**src/rtl/sd_emmc_cmd_master.sv**
```systemverilog
// SD/eMMC command-path master: issues commands to the CMD-line PHY,
// checks responses, retries on CRC/index errors, and waits out R1b busy.
module sd_emmc_cmd_master #(
    parameter int TIMEOUT_W       = 16,
    parameter int DEFAULT_TIMEOUT = 250,
    parameter int BUSY_W          = 24,
    parameter int MAX_RETRY       = 2,
    parameter int RETRY_GAP       = 8
) (
    input  logic                 sd_clk,
    input  logic                 rst_n,
    input  logic                 cmd_valid_i,
    output logic                 cmd_ready_o,
    input  logic [5:0]           cmd_index_i,
    input  logic [31:0]          cmd_arg_i,
    input  logic [1:0]           rsp_type_i,
    input  logic                 check_crc_i,
    input  logic                 check_index_i,
    input  logic [TIMEOUT_W-1:0] timeout_i,
    input  logic [BUSY_W-1:0]    busy_timeout_i,
    input  logic                 abort_i,
    output logic [1:0]           setting_o,
    output logic [39:0]          cmd_o,
    output logic                 start_xfr_o,
    input  logic [119:0]         response_i,
    input  logic                 crc_ok_i,
    input  logic                 index_ok_i,
    input  logic                 finish_i,
    input  logic                 busy_i,
    output logic [7:0]           int_status_o,
    input  logic [7:0]           int_clr_i,
    output logic [31:0]          response_0_o,
    output logic [31:0]          response_1_o,
    output logic [31:0]          response_2_o,
    output logic [31:0]          response_3_o,
    output logic [2:0]           retry_cnt_o,
    output logic                 busy_o
);
    localparam int CW = (TIMEOUT_W > BUSY_W) ? TIMEOUT_W : BUSY_W;
    localparam int CC = 0, EI = 1, CTE = 2, CCRCE = 3;
    localparam int CIE = 4, DC = 5, BTE = 6, ABT = 7;

    typedef enum logic [2:0] {IDLE, ISSUE, WAIT_RSP, GAP, BUSY} state_t;

    state_t               state_q, state_d;
    logic [CW-1:0]        cnt_q;
    logic [1:0]           rsp_type_q;
    logic                 crc_chk_q, idx_chk_q;
    logic [TIMEOUT_W-1:0] limit_q;
    logic [BUSY_W-1:0]    blim_q;
    logic                 sync1_q, sync2_q;
    logic                 accept, crc_bad, idx_bad;
    logic                 pulse_d, retry_inc;
    logic [7:0]           int_set;

    assign cmd_ready_o = (state_q == IDLE);
    assign busy_o      = (state_q != IDLE);
    assign accept      = cmd_valid_i & cmd_ready_o;
    assign crc_bad     = crc_chk_q & ~crc_ok_i;
    assign idx_bad     = idx_chk_q & ~index_ok_i;

    always_comb begin
        state_d   = state_q;
        int_set   = '0;
        pulse_d   = 1'b0;
        retry_inc = 1'b0;
        case (state_q)
            IDLE: if (accept) state_d = ISSUE;
            ISSUE: begin
                if (abort_i) begin
                    state_d = IDLE;
                    int_set[ABT] = 1'b1;
                    int_set[EI]  = 1'b1;
                end else begin
                    pulse_d = 1'b1;
                    state_d = WAIT_RSP;
                end
            end
            WAIT_RSP: begin
                if (abort_i) begin
                    state_d = IDLE;
                    int_set[ABT] = 1'b1;
                    int_set[EI]  = 1'b1;
                end else if (finish_i) begin
                    if (crc_bad | idx_bad) begin
                        if (retry_cnt_o < 3'(MAX_RETRY)) begin
                            retry_inc = 1'b1;
                            state_d   = GAP;
                        end else begin
                            int_set[CCRCE] = crc_bad;
                            int_set[CIE]   = idx_bad;
                            int_set[EI]    = 1'b1;
                            int_set[CC]    = 1'b1;
                            state_d = IDLE;
                        end
                    end else if (rsp_type_q == 2'b11) begin
                        state_d = BUSY;
                    end else begin
                        int_set[CC] = 1'b1;
                        state_d = IDLE;
                    end
                end else if (cnt_q == CW'(limit_q) - CW'(1)) begin
                    int_set[CTE] = 1'b1;
                    int_set[EI]  = 1'b1;
                    int_set[CC]  = 1'b1;
                    state_d = IDLE;
                end
            end
            GAP: begin
                if (abort_i) begin
                    state_d = IDLE;
                    int_set[ABT] = 1'b1;
                    int_set[EI]  = 1'b1;
                end else if (cnt_q == CW'(RETRY_GAP - 1)) begin
                    state_d = ISSUE;
                end
            end
            BUSY: begin
                if (abort_i) begin
                    state_d = IDLE;
                    int_set[ABT] = 1'b1;
                    int_set[EI]  = 1'b1;
                end else if (!sync2_q) begin
                    int_set[DC] = 1'b1;
                    int_set[CC] = 1'b1;
                    state_d = IDLE;
                end else if (blim_q != '0 &&
                             cnt_q == CW'(blim_q) - CW'(1)) begin
                    int_set[BTE] = 1'b1;
                    int_set[EI]  = 1'b1;
                    int_set[CC]  = 1'b1;
                    state_d = IDLE;
                end
            end
            default: state_d = IDLE;
        endcase
    end

    always_ff @(posedge sd_clk or negedge rst_n) begin
        if (!rst_n) begin
            state_q      <= IDLE;
            cnt_q        <= '0;
            rsp_type_q   <= '0;
            crc_chk_q    <= 1'b0;
            idx_chk_q    <= 1'b0;
            limit_q      <= '0;
            blim_q       <= '0;
            sync1_q      <= 1'b1;
            sync2_q      <= 1'b1;
            setting_o    <= '0;
            cmd_o        <= '0;
            start_xfr_o  <= 1'b0;
            int_status_o <= '0;
            response_0_o <= '0;
            response_1_o <= '0;
            response_2_o <= '0;
            response_3_o <= '0;
            retry_cnt_o  <= '0;
        end else begin
            state_q     <= state_d;
            cnt_q       <= (state_d == state_q) ? cnt_q + CW'(1) : '0;
            start_xfr_o <= pulse_d;
            // Chain is preset high outside BUSY so a fresh wait assumes busy.
            if (state_q == BUSY) begin
                sync1_q <= busy_i;
                sync2_q <= sync1_q;
            end else begin
                sync1_q <= 1'b1;
                sync2_q <= 1'b1;
            end
            if (accept) begin
                cmd_o        <= {2'b01, cmd_index_i, cmd_arg_i};
                setting_o    <= {rsp_type_i == 2'b10, rsp_type_i != 2'b00};
                rsp_type_q   <= rsp_type_i;
                crc_chk_q    <= check_crc_i;
                idx_chk_q    <= check_index_i;
                limit_q      <= (timeout_i == '0) ?
                                TIMEOUT_W'(DEFAULT_TIMEOUT) : timeout_i;
                blim_q       <= busy_timeout_i;
                int_status_o <= '0;
                retry_cnt_o  <= '0;
            end else begin
                int_status_o <= (int_status_o & ~int_clr_i) | int_set;
                if (retry_inc) retry_cnt_o <= retry_cnt_o + 3'd1;
            end
            if (state_q == WAIT_RSP && finish_i) begin
                if (rsp_type_q == 2'b10) begin
                    response_3_o <= {8'h00, response_i[119:96]};
                    response_2_o <= response_i[95:64];
                    response_1_o <= response_i[63:32];
                    response_0_o <= response_i[31:0];
                end else if (rsp_type_q != 2'b00) begin
                    response_0_o <= response_i[119:88];
                end
            end
        end
    end
endmodule
```
**config.mk**
```make
export PLATFORM = sky130hd
export DESIGN_NAME = sd_emmc_cmd_master
export DESIGN_NICKNAME = d
export VERILOG_FILES = /design/src/rtl/sd_emmc_cmd_master.sv
export SDC_FILE = /design/constraint.sdc
export NUM_CORES = 1
export LEC_CHECK = 0
export CAP_MARGIN = 15
export CORE_ASPECT_RATIO = 0.8
export CORE_MARGIN = 2
export CORE_UTILIZATION = 25
export DETAILED_ROUTE_END_ITERATION = 16
export GPL_TIMING_DRIVEN = 0
export PLACE_DENSITY_LB_ADDON = 0.08
export SLEW_MARGIN = 10
export SYNTH_ARGS = -nofsm -noshare
export SYNTH_HDL_FRONTEND = slang
export SYNTH_SLANG_ARGS = --single-unit
```
**constraint.sdc**
```tcl
create_clock -name sd_clk -period 3.69 [get_ports sd_clk]
set_input_delay 0.369 -clock sd_clk [delete_from_list [all_inputs] [get_ports sd_clk]]
set_output_delay 0.369 -clock sd_clk [all_outputs]
set_load 0.01 [all_outputs]
```
# After elaboration in Yosys (flattened, before gate mapping)
# Index checks and enable logic that the tools add are counted.
# classes
n_addsub	4
mul	0
div	0
magnitude_cmp	1
n_eq_ne	11
shift	0
muxes	58
bitwise_logic	9
reduce_logical	14
# ops
cell	n
32-bit two-way mux	2
24-bit equality test	2
3-bit two-way mux	16
24-bit by 1-bit adder with 24-bit output, second input constant	1
24-bit by 3-bit equality test with 1-bit output, second input constant	1
1-bit two-way mux	24
24-bit two-way mux	1
24-bit nonzero test	1
24-bit by 1-bit subtractor with 24-bit output, second input constant	1
2-bit two-way mux	10
16-bit by 1-bit subtractor with 17-bit output, second input constant	1
16-bit logical NOT	1
16-bit two-way mux	1
3-bit one-hot mux with 5 select lines	1
8-bit bitwise AND	1
8-bit two-way mux	1
8-bit inverter	1
8-bit bitwise OR	1
2-bit nonzero test	4
2-bit equality test, second input constant	3
3-bit by 2-bit equality test with 1-bit output, second input constant	2
2-bit AND reduction	2
4-bit OR reduction	1
3-bit by 1-bit adder with 3-bit output, second input constant	1
other kinds (13)	17
# totals
ff_bits	246
latchBits	0
mem_bits_rw	0
romBits	0
in_bits	218
output_inout_bits	184
mem_count	0

# Depth between registers and ports, before layout
# Gate-level depths: netlist of the first run.
# logic_depth
ltp_word	9
depth_mapped	12
mapped_depth_nobuf	10

# Least setup slack after synthesis of the first run
# Ideal clock, no wire load.
# synth_timing
path_type	register to register
startpoint	reg blim_q[0]
endpoint	reg cnt_q[14]
setup_time_ps	142
arrival_time_ps	2907
required_ps	3548
setup_slack_ps	640
stages_incl_launch_ff	13
n_path_buf	2
period_less_slack_ps	3050
path_cell_list	dfrtp_1 inv_1 ha_1 or3b_2 clkbuf_1 o41a_1 a311oi_1 o22ai_1 nor4_2 o2111ai_2 a21oi_4 buf_6 nor3_2
# synth_between
elab_chain_len	9
# synth_lines
item	line	source
from (decl)	50	logic [BUSY_W-1:0] blim_q;
from (signal assigned)	179	blim_q <= busy_timeout_i;
24-bit by 1-bit subtractor with 24-bit output	128	cnt_q == CW'(blim_q) - CW'(1)) begin
24-bit equality test	128	
1-bit logical AND (*)	127	end else if (blim_q != '0 &&
3-bit two-way mux (*)	127	
3-bit two-way mux (*)	123	end else if (!sync2_q) begin
3-bit two-way mux (*)	119	if (abort_i) begin
3-bit one-hot mux with 5 select lines (*)	67	case (state_q)
3-bit equality test (*)	161	cnt_q <= (state_d == state_q) ? cnt_q + CW'(1) : '0;
24-bit two-way mux (*)	161	
to (signal assigned)	161	
to (decl)	46	logic [CW-1:0] cnt_q;
# Every way passes the cells marked *; elsewhere a longest branch is shown, timed or not.
# A chain may end at the register's enable or synchronous reset.

# Worst setup path after layout of the first run
# layout_timing
startpoint	reg blim_q[0]
endpoint	reg int_status_o[0]
# layout_between
elab_chain_len	9
# layout_lines
item	line	source
24-bit by 1-bit subtractor with 24-bit output	128	
24-bit equality test	128	
1-bit logical AND (*)	127	
2-bit two-way mux (*)	127	
1-bit two-way mux (*)	123	
1-bit two-way mux (*)	119	
1-bit one-hot mux with 2 select lines (*)	67	
8-bit bitwise OR (*)	183	int_status_o <= (int_status_o & ~int_clr_i) | int_set;
8-bit two-way mux (*)	171	if (accept) begin
to (signal assigned)	183	
to (decl)	30	output logic [7:0] int_status_o,
# Marks and branches as above.

==> summary.txt, run 1 <==
Status
  • Status: completed

Synthesis
  • Synth Instances: 993
  • Top cells by count, synth: 244 x dfrtp_1, 160 x mux2_2, 59 x nand2_1, 55 x clkbuf_1, 49 x o21ai_0
  • Mean Syn Cell Area: 11.7 sq um
  • Top cells by area, synth: dfrtp_1 52%, mux2_2 15%, mux2i_1 2.8%
  • Adder-cell share of the synthesized area: 0.429%
  • Synth Area in Compound Gates: 6.90%
  • XOR/XNOR Fraction of Synth Area: 5.03%
  • EDFF count, synth: 0
  • Yosys top cell area share: 52.3%
  • Ys Warns: 0
  • Sequential area share after synthesis: 52.8%
  • Ys flop type: dfrtp_1
  • Yosys top cell by area: dfrtp_1
  • Netlist Area Pre-Place: 11700 sq um
  • Multiplexer share of the synthesized area: 18.3%
  • #FFs+latches synth: 246
  • Synth Area in Simple Gates: 12.9%
  • Post-synth ARST share: 100%
  • Largest family of logic cells by synthesized area: multiplexers
  • Netlist cell types: 67
  • Top-count cell post-synth: dfrtp_1

GRT
  • Initial antenna violation count: 7
  • GRT Util Overall: 16.2%
  • Vias in the first global route: 9362
  • Largest net degree at the start of global routing: 94
  • Remaining Overflow, GRT: 0
  • First-pass GRT wire length: 59.9 mm

STA
  • Actual slew at the worst max-slew pin: 1150 ps
  • Setup violations, final: 0
  • Period utilisation layout: 95.4%
  • Relative slew slack: 22.2%
  • Max-slew violations: 0
  • Hold Violations, Final: 0
  • Fin Hold WS: 279 ps
  • FMAX: 0.284 GHz
  • Final min period: 3520 ps
  • Final Skew: 22.0 ps

Pwr
  • Switch share: 33.9%
  • Total power: 12.9 mW
  • Flop pwr share: 35.5%
  • Clock Power Share: 22.3%
  • P_sw: 4.37 mW
  • Pwr per Cell Area: 736 nW/um^2
  • Cell Int Power: 8.51 mW
  • Leakage: 7.05 nW
  • Proportion of power drawn by combinational gates: 42.2%
  • Peak VDD IR: 403 uV

Setup path
  • CP max stage delay: 450 ps
  • WP buf/inv: 3
  • Crit path capture type: flip-flop
  • End of the worst register-to-register path: int_status_o[0]
  • Crit-path max FO: 6
  • Top cell family by delay on the critical path: compound AO/OA/AOI/OAI gates
  • R2R Path Start: blim_q[0]
  • Critical setup path kind: reg -> reg
  • CP max stage cell: or3b_2
  • CP Launch Type: flip-flop
  • CP Cell Sequence: inv_1 -> ha_2 -> or3b_2 -> clkbuf_1 -> o31a_1 -> o31ai_2 -> o2111ai_1 -> nor4_2 -> o2111ai_4 -> buf_4 -> a211o_1 -> a31oi_1
  • R2R depth: 12
  • Worst EP required: 4160 ps
  • Flop-to-flop setup slack: 170 ps
  • Worst EP arrival: 4000 ps

Routing
  • Drt drc: 0
  • DR WL/cell: 19.5 um
  • Vias: 9236
  • ANT nets after route: 0
  • Initial DRC count: 395
  • Routed WL: 40.3 mm
  • DR vias/cell: 4.48
  • TritonRoute pass-1 iters: 4

Clock tree
  • Worst-skew pair later-pin latency: 580 ps
  • Max Root-Sink Buffers: 3
  • Root Driver: clkbuf_16
  • Clock slew at reported path FFs: 60 ps
  • Total CTS buffers: 31
  • CTS tree: built
  • H-tree depth: 1
  • Clock sink count: 246

Layout
  • Syn-to-layout area delta: 49.9%
  • Fin area: 17500 sq um
  • Final Util: 38.1%
  • Layout cell share with drive strength beyond 1: 18.9%
  • Final Non-Filler Cells: 2063
  • Final net count: 1653

Placed design
  • Routability cong.: 0.771
  • Port Buffers: 390
  • Dpl cells: 2007
  • Placed inst area: 16400 sq um
  • Post-DP HPWL: 30.7 mm

Die
  • Core box area: 45900 sq um
  • Initial core utilization: 25.4%
  • Die footprint: 48400 sq um
  • DIE WIDTH: 246 um
  • Die height: 197 um
  • FP Rows: 70
  • Top Ports: 402

Hold path
  • Hold path startpoint: abort_i
  • WHS Endpoint: int_status_o[7]
  • Min-delay worst type: in -> reg
  • Hold path depth: 3

Run
  • Maxcap violations: 0
## flip-flops by register name, indices dropped and copies added, names as in the netlist, 8 cells and up
register / count
blim_q: 24
cmd_o: 39
cnt_q: 24
int_status_o: 8
limit_q: 16
response_0_o: 32
response_1_o: 32
response_2_o: 32
response_3_o: 24
## worst max-delay path by stage
stage,from,end,slack [ps],depth (start not counted)
floorplan,blim_q[0],cnt_q[14],640,12
global placement,rst_n,response_3_o[9],-9660,1
detailed placement,limit_q[2],cnt_q[14],-250,9
CTS,blim_q[0],cnt_q[14],20,12
global route,blim_q[2],int_status_o[0],-10,10
finish,blim_q[0],int_status_o[0],170,12
## layout make-up
type / instances / area [sq um]
Antenna cell: 2 / 5.00
Buffer: 74 / 355
Clock buffer: 45 / 868
Clock inverter: 6 / 58.8
Fill cell: 4603 / 28400
Inverter: 19 / 71.3
Multi-Input combinational cell: 661 / 5200
Sequential cell: 246 / 6160
Tap cell: 612 / 766
Timing Repair Buffer: 398 / 4010
## worst reg2reg max path, stage by stage, from the launching register on
cell       delay, ps
dfrtp_1          440
inv_1            100
ha_2             230
or3b_2           450
clkbuf_1         190
o31a_1           280
o31ai_2          330
o2111ai_1        190
nor4_2           330
o2111ai_4        240
buf_4            230
a211o_1          290
a31oi_1          150
## through the flow
| stage | TNS (ps) | setup WS [ps] |
|---|---|---|
| after global routing | -9.63 | -9.63 |
| after detailed placement | -4320 | -245 |
| after global placement | -2363770 | -9660 |
| final | 0 | 169 |
| after floorplan | 0 | 640 |
| after CTS | 0 | 21.5 |
## power groups by stage
stage / clock [mW] / combinational, mW / sequential, mW
floorplan: 0 / 2.27 / 4.85
global route: 3.10 / 5.87 / 4.74
global placement: 0 / 5.43 / 4.57
finish: 2.88 / 5.43 / 4.57
CTS: 3.00 / 5.47 / 4.57
detailed placement: 0 / 5.43 / 4.59
## per-layer routing
layer	vias to the layer above	global-route usage (%)	routed length (um)
met3	49	4.82	2880
met4	6	3.55	720
li1	4407	-	-
met5	-	0	40
met2	232	25.2	18600
met1	4542	22.1	18100
## cells in the final DEF (no fill, tap or decap), types with 6 or more instances in the layout
cell             synthesis  routed
dfrtp_1                244     244
and3_1                   6       6
nand2b_1                11      11
a21oi_1                 18      18
nor3_1                  23      22
nand3_1                 18      18
conb_1                   1       9
buf_4                    9      12
inv_1                   19      19
or2_2                    6       6
o22a_1                   6       6
or3_1                    6       6
nand2_1                 59      59
nand4_1                 14      14
nand3b_1                 6       6
o211ai_1                 6       6
xor2_1                  31      31
clkbuf_1                55      62
nor4_1                  25      21
mux2i_1                 33      33
nor2_1                  36      36
nor2b_1                  8       7
clkdlybuf4s50_1          0     389
mux2_2                 160     160
xnor2_1                 36      36
o21ai_0                 49      49
nor3_2                  20      21
clkbuf_16                0      31
nor3b_1                  7       7
## logic make-up after synthesis
family | Yosys count
simple gates | 266
flops | 246
mux | 193
compound gates | 122
buf+inv | 94
xor+xnor | 67
fa+ha+maj | 4
other cells | 1
## timing repair
item / CTS / global route
pin swaps: 1 / 2
buffers inserted: 1 / 2
hold buffers: 1 / 0
endpoints found under the setup margin: 24 / 26
resized for setup: 5 / 14
endpoints found under the hold margin: 80 / 0
Power figures use the tool's default switching activity.
==> inputs of run 2 (changes only) <==
--- a/config.mk
+++ b/config.mk
@@ -7,7 +7,6 @@
 export LEC_CHECK = 0
 export CAP_MARGIN = 15
 export CORE_ASPECT_RATIO = 0.8
-export CORE_MARGIN = 2
 export CORE_UTILIZATION = 25
 export DETAILED_ROUTE_END_ITERATION = 16
 export GPL_TIMING_DRIVEN = 0
==> run 2 against run 1 <==
Worst setup slack got worse by 7.6 ps; sequential share of layout area fell by 0.080 points; wire length fell by 0.58%; register-to-register slack barely moved; combinational power barely moved; first-iteration DRC count rose by 2.5%; cell count fell by 0.19%; die area fell by 1.8%; final area rose by 0.23%; sequential cell count did not move; clock skew fell by 7.1 ps.
==> summary.txt, run 2 (same netlist as run 1, synthesis figures left out) <==
Setup path
  • Critical setup path kind: reg -> reg
  • Crit-path max FO: 10 (+4)
  • CP Launch Type: flip-flop
  • Worst EP required: 4120 ps (-40 ps)
  • Worst EP arrival: 3960 ps (-40 ps)
  • Crit path capture type: flip-flop

Clock tree
  • CTS tree: built
  • H-tree depth: 1 (unchanged)
  • Total CTS buffers: 29 (-6.5%)
  • Worst-skew pair later-pin latency: 570 ps (about the same)
  • Clock sink count: 246 (unchanged)
  • Clock slew at reported path FFs: 60 ps (about the same)
  • Root Driver: clkbuf_16
  • Max Root-Sink Buffers: 3 (unchanged)

Die
  • DIE WIDTH: 244 um (-0.81%)
  • Core box area: 45900 sq um (unchanged)
  • Die height: 195 um (-1.0%)
  • Top Ports: 402 (unchanged)
  • Initial core utilization: 25.4% (unchanged)
  • FP Rows: 70 (unchanged)
  • Die footprint: 47500 sq um (-1.8%)

Routing
  • Initial DRC count: 405 (+2.5%)
  • Vias: 9302 (+0.71%)
  • DR vias/cell: 4.52 (+0.91%)
  • ANT nets after route: 0 (unchanged)
  • Routed WL: 40.0 mm (-0.58%)
  • DR WL/cell: 19.4 um (-0.39%)
  • Drt drc: 0 (unchanged)
  • TritonRoute pass-1 iters: 5 (+1)

STA
  • Final Skew: 14.8 ps (-7.13 ps)
  • FMAX: 0.283 GHz (-0.21%)
  • Worst setup margin: 162 ps (-7.58 ps)
  • Actual slew at the worst max-slew pin: 1070 ps (-75.3 ps)
  • Relative slew slack: 27.3% (+5.1 points)
  • Max-slew violations: 0 (unchanged)
  • Final min period: 3530 ps (+7.58 ps)
  • Setup TNS: 0 ps (unchanged)
  • Period utilisation layout: 95.6% (+0.21 points)
  • Hold Violations, Final: 0 (unchanged)
  • Setup violations, final: 0 (unchanged)

GRT
  • Initial antenna violation count: 8 (+1)
  • First-pass GRT wire length: 60.6 mm (+1.1%)
  • Largest net degree at the start of global routing: 87 (-7.4%)
  • Vias in the first global route: 9550 (+2.0%)
  • GRT Util Overall: 16.6% (+0.40 points)
  • Remaining Overflow, GRT: 0 (unchanged)

Layout
  • Area occupied by multi-input gates: 5210 sq um (+0.19%)
  • Final Non-Filler Cells: 2059 (-0.19%)
  • Fill cells: 4570 (-0.72%)
  • Sequential cell area: 6160 sq um (unchanged)
  • Layout cell share with drive strength beyond 1: 19.2% (+0.25 points)
  • Largest reg by FF count: cmd_o
  • Syn-to-layout area delta: 50.3%
  • Commonest non-fill, non-tap cell in the layout: clkdlybuf4s50_1
  • Largest register FFs: 39 (unchanged)
  • Leading cell types in the layout, fill and taps excluded: 389 x clkdlybuf4s50_1, 244 x dfrtp_1, 160 x mux2_2, 59 x nand2_1, 57 x clkbuf_1
  • Fin area: 17500 sq um (+0.23%)
  • Final net count: 1649 (-0.24%)
  • Final Util: 38.2% (+0.087 points)

Pwr
  • Proportion of power drawn by combinational gates: 41.8% (-0.4 points)
  • Cell Int Power: 8.59 mW (+1.0%)
  • Pwr per Cell Area: 739 nW/um^2 (+0.35%)
  • Clock Power Share: 22.8% (+0.5 points)
  • P_sw: 4.36 mW (-0.24%)
  • Leakage: 7.06 nW (+0.22%)
  • Peak VDD IR: 422 uV (+4.8%)
  • Flop pwr share: 35.4% (about the same)
  • Switch share: 33.7% (-0.28 points)

Placed design
  • Port Buffers: 390 (unchanged)
  • Post-DP HPWL: 30.3 mm (-1.3%)
  • Dpl cells: 2005 (-0.10%)
  • Setup WS pre-CTS: -239 ps (+6.25 ps)
  • Routability cong.: 0.770 (-0.14%)
  • Placed inst area: 16400 sq um (about the same)

Run
  • Maxcap violations: 0 (unchanged)

Status
  • Status: completed

Hold path
  • Min-delay worst type: in -> reg
[run 2: power by group through the flow]
| stage | sequential [mW] | clock, mW | combinational (mW) |
|---|---|---|---|
| final | 4.59 | 2.95 | 5.42 |
| after global routing | 4.77 | 3.17 | 5.81 |
| after CTS | 4.56 | 3.07 | 5.47 |
| after detailed placement | 4.59 | 0 | 5.42 |
| after global placement | 4.57 | 0 | 5.39 |
| after floorplan | 4.85 | 0 | 2.27 |
[run 2: worst paths after layout]
kind	from	end	slack, ps	depth (start not counted)
setup reg to reg	blim_q[0]	cnt_q[0]	160	12
hold / removal	finish_i	int_status_o[2]	250	3
max in group asynchronous	rst_n	response_0_o[18]	2380	3
setup / recovery	blim_q[0]	cnt_q[0]	160	12
min in group asynchronous	rst_n	cmd_o[33]	350	2
hold reg to reg	cmd_o[38]	cmd_o[38]	480	1
[run 2: layout make-up]
class,count,share of cell area [%]
Inverter,19,0.407
Timing Repair Buffer,397,22.8
Sequential cell,246,35.1
Clock inverter,5,0.450
Multi-Input combinational cell,661,29.7
Clock buffer,45,5.05
Buffer,73,2.05
Tap cell,612,4.37
Antenna cell,1,0.0143
[run 2: through the flow]
stage,hold slack (ps),power [mW]
after global placement,455,9.97
final,247,13.0
after CTS,205,13.1
after detailed placement,398,10.0
after floorplan,73.4,7.12
after global routing,254,13.8
[run 2: what timing repair did]
item | in CTS | in global routing
endpoints found under the setup margin | 20 | 25
gates resized for setup | 7 | 13
hold buffers | 1 | 0
pin swaps | 1 | 4
hold endpoints to repair | 75 | 0
setup buffers | 1 | 3
[run 2: worst max-delay path, stage by stage (launching register included)]
cell       delay (ps)
dfrtp_1           430
inv_1              90
ha_1              250
or3b_2            450
clkbuf_1          200
o41a_1            340
a311oi_1          270
o22ai_1           140
nor4_2            350
o2111ai_4         270
a21oi_4           350
buf_8             200
nor3_2             50
[run 2: layer usage]
layer / vias up / global-route usage, % / share of wire (%) / wire length (um)
met3: 52 / 4.78 / 6.3 / 2520
met1: 4613 / 22.5 / 45 / 18200
li1: 4393 / - / - / -
met2: 234 / 26.1 / 46 / 18400
met4: 10 / 3.54 / 2.1 / 833
met5: - / 0 / 0.17 / 69
==> inputs of run 3 (changes only) <==
--- a/config.mk
+++ b/config.mk
@@ -11,7 +11,7 @@
 export DETAILED_ROUTE_END_ITERATION = 16
 export GPL_TIMING_DRIVEN = 0
 export PLACE_DENSITY_LB_ADDON = 0.08
-export SLEW_MARGIN = 10
+export SLEW_MARGIN = 15
 export SYNTH_ARGS = -nofsm -noshare
 export SYNTH_HDL_FRONTEND = slang
 export SYNTH_SLANG_ARGS = --single-unit
==> results of run 3 <==
The final DEF is identical to that of run 2; final timing and power are the same.
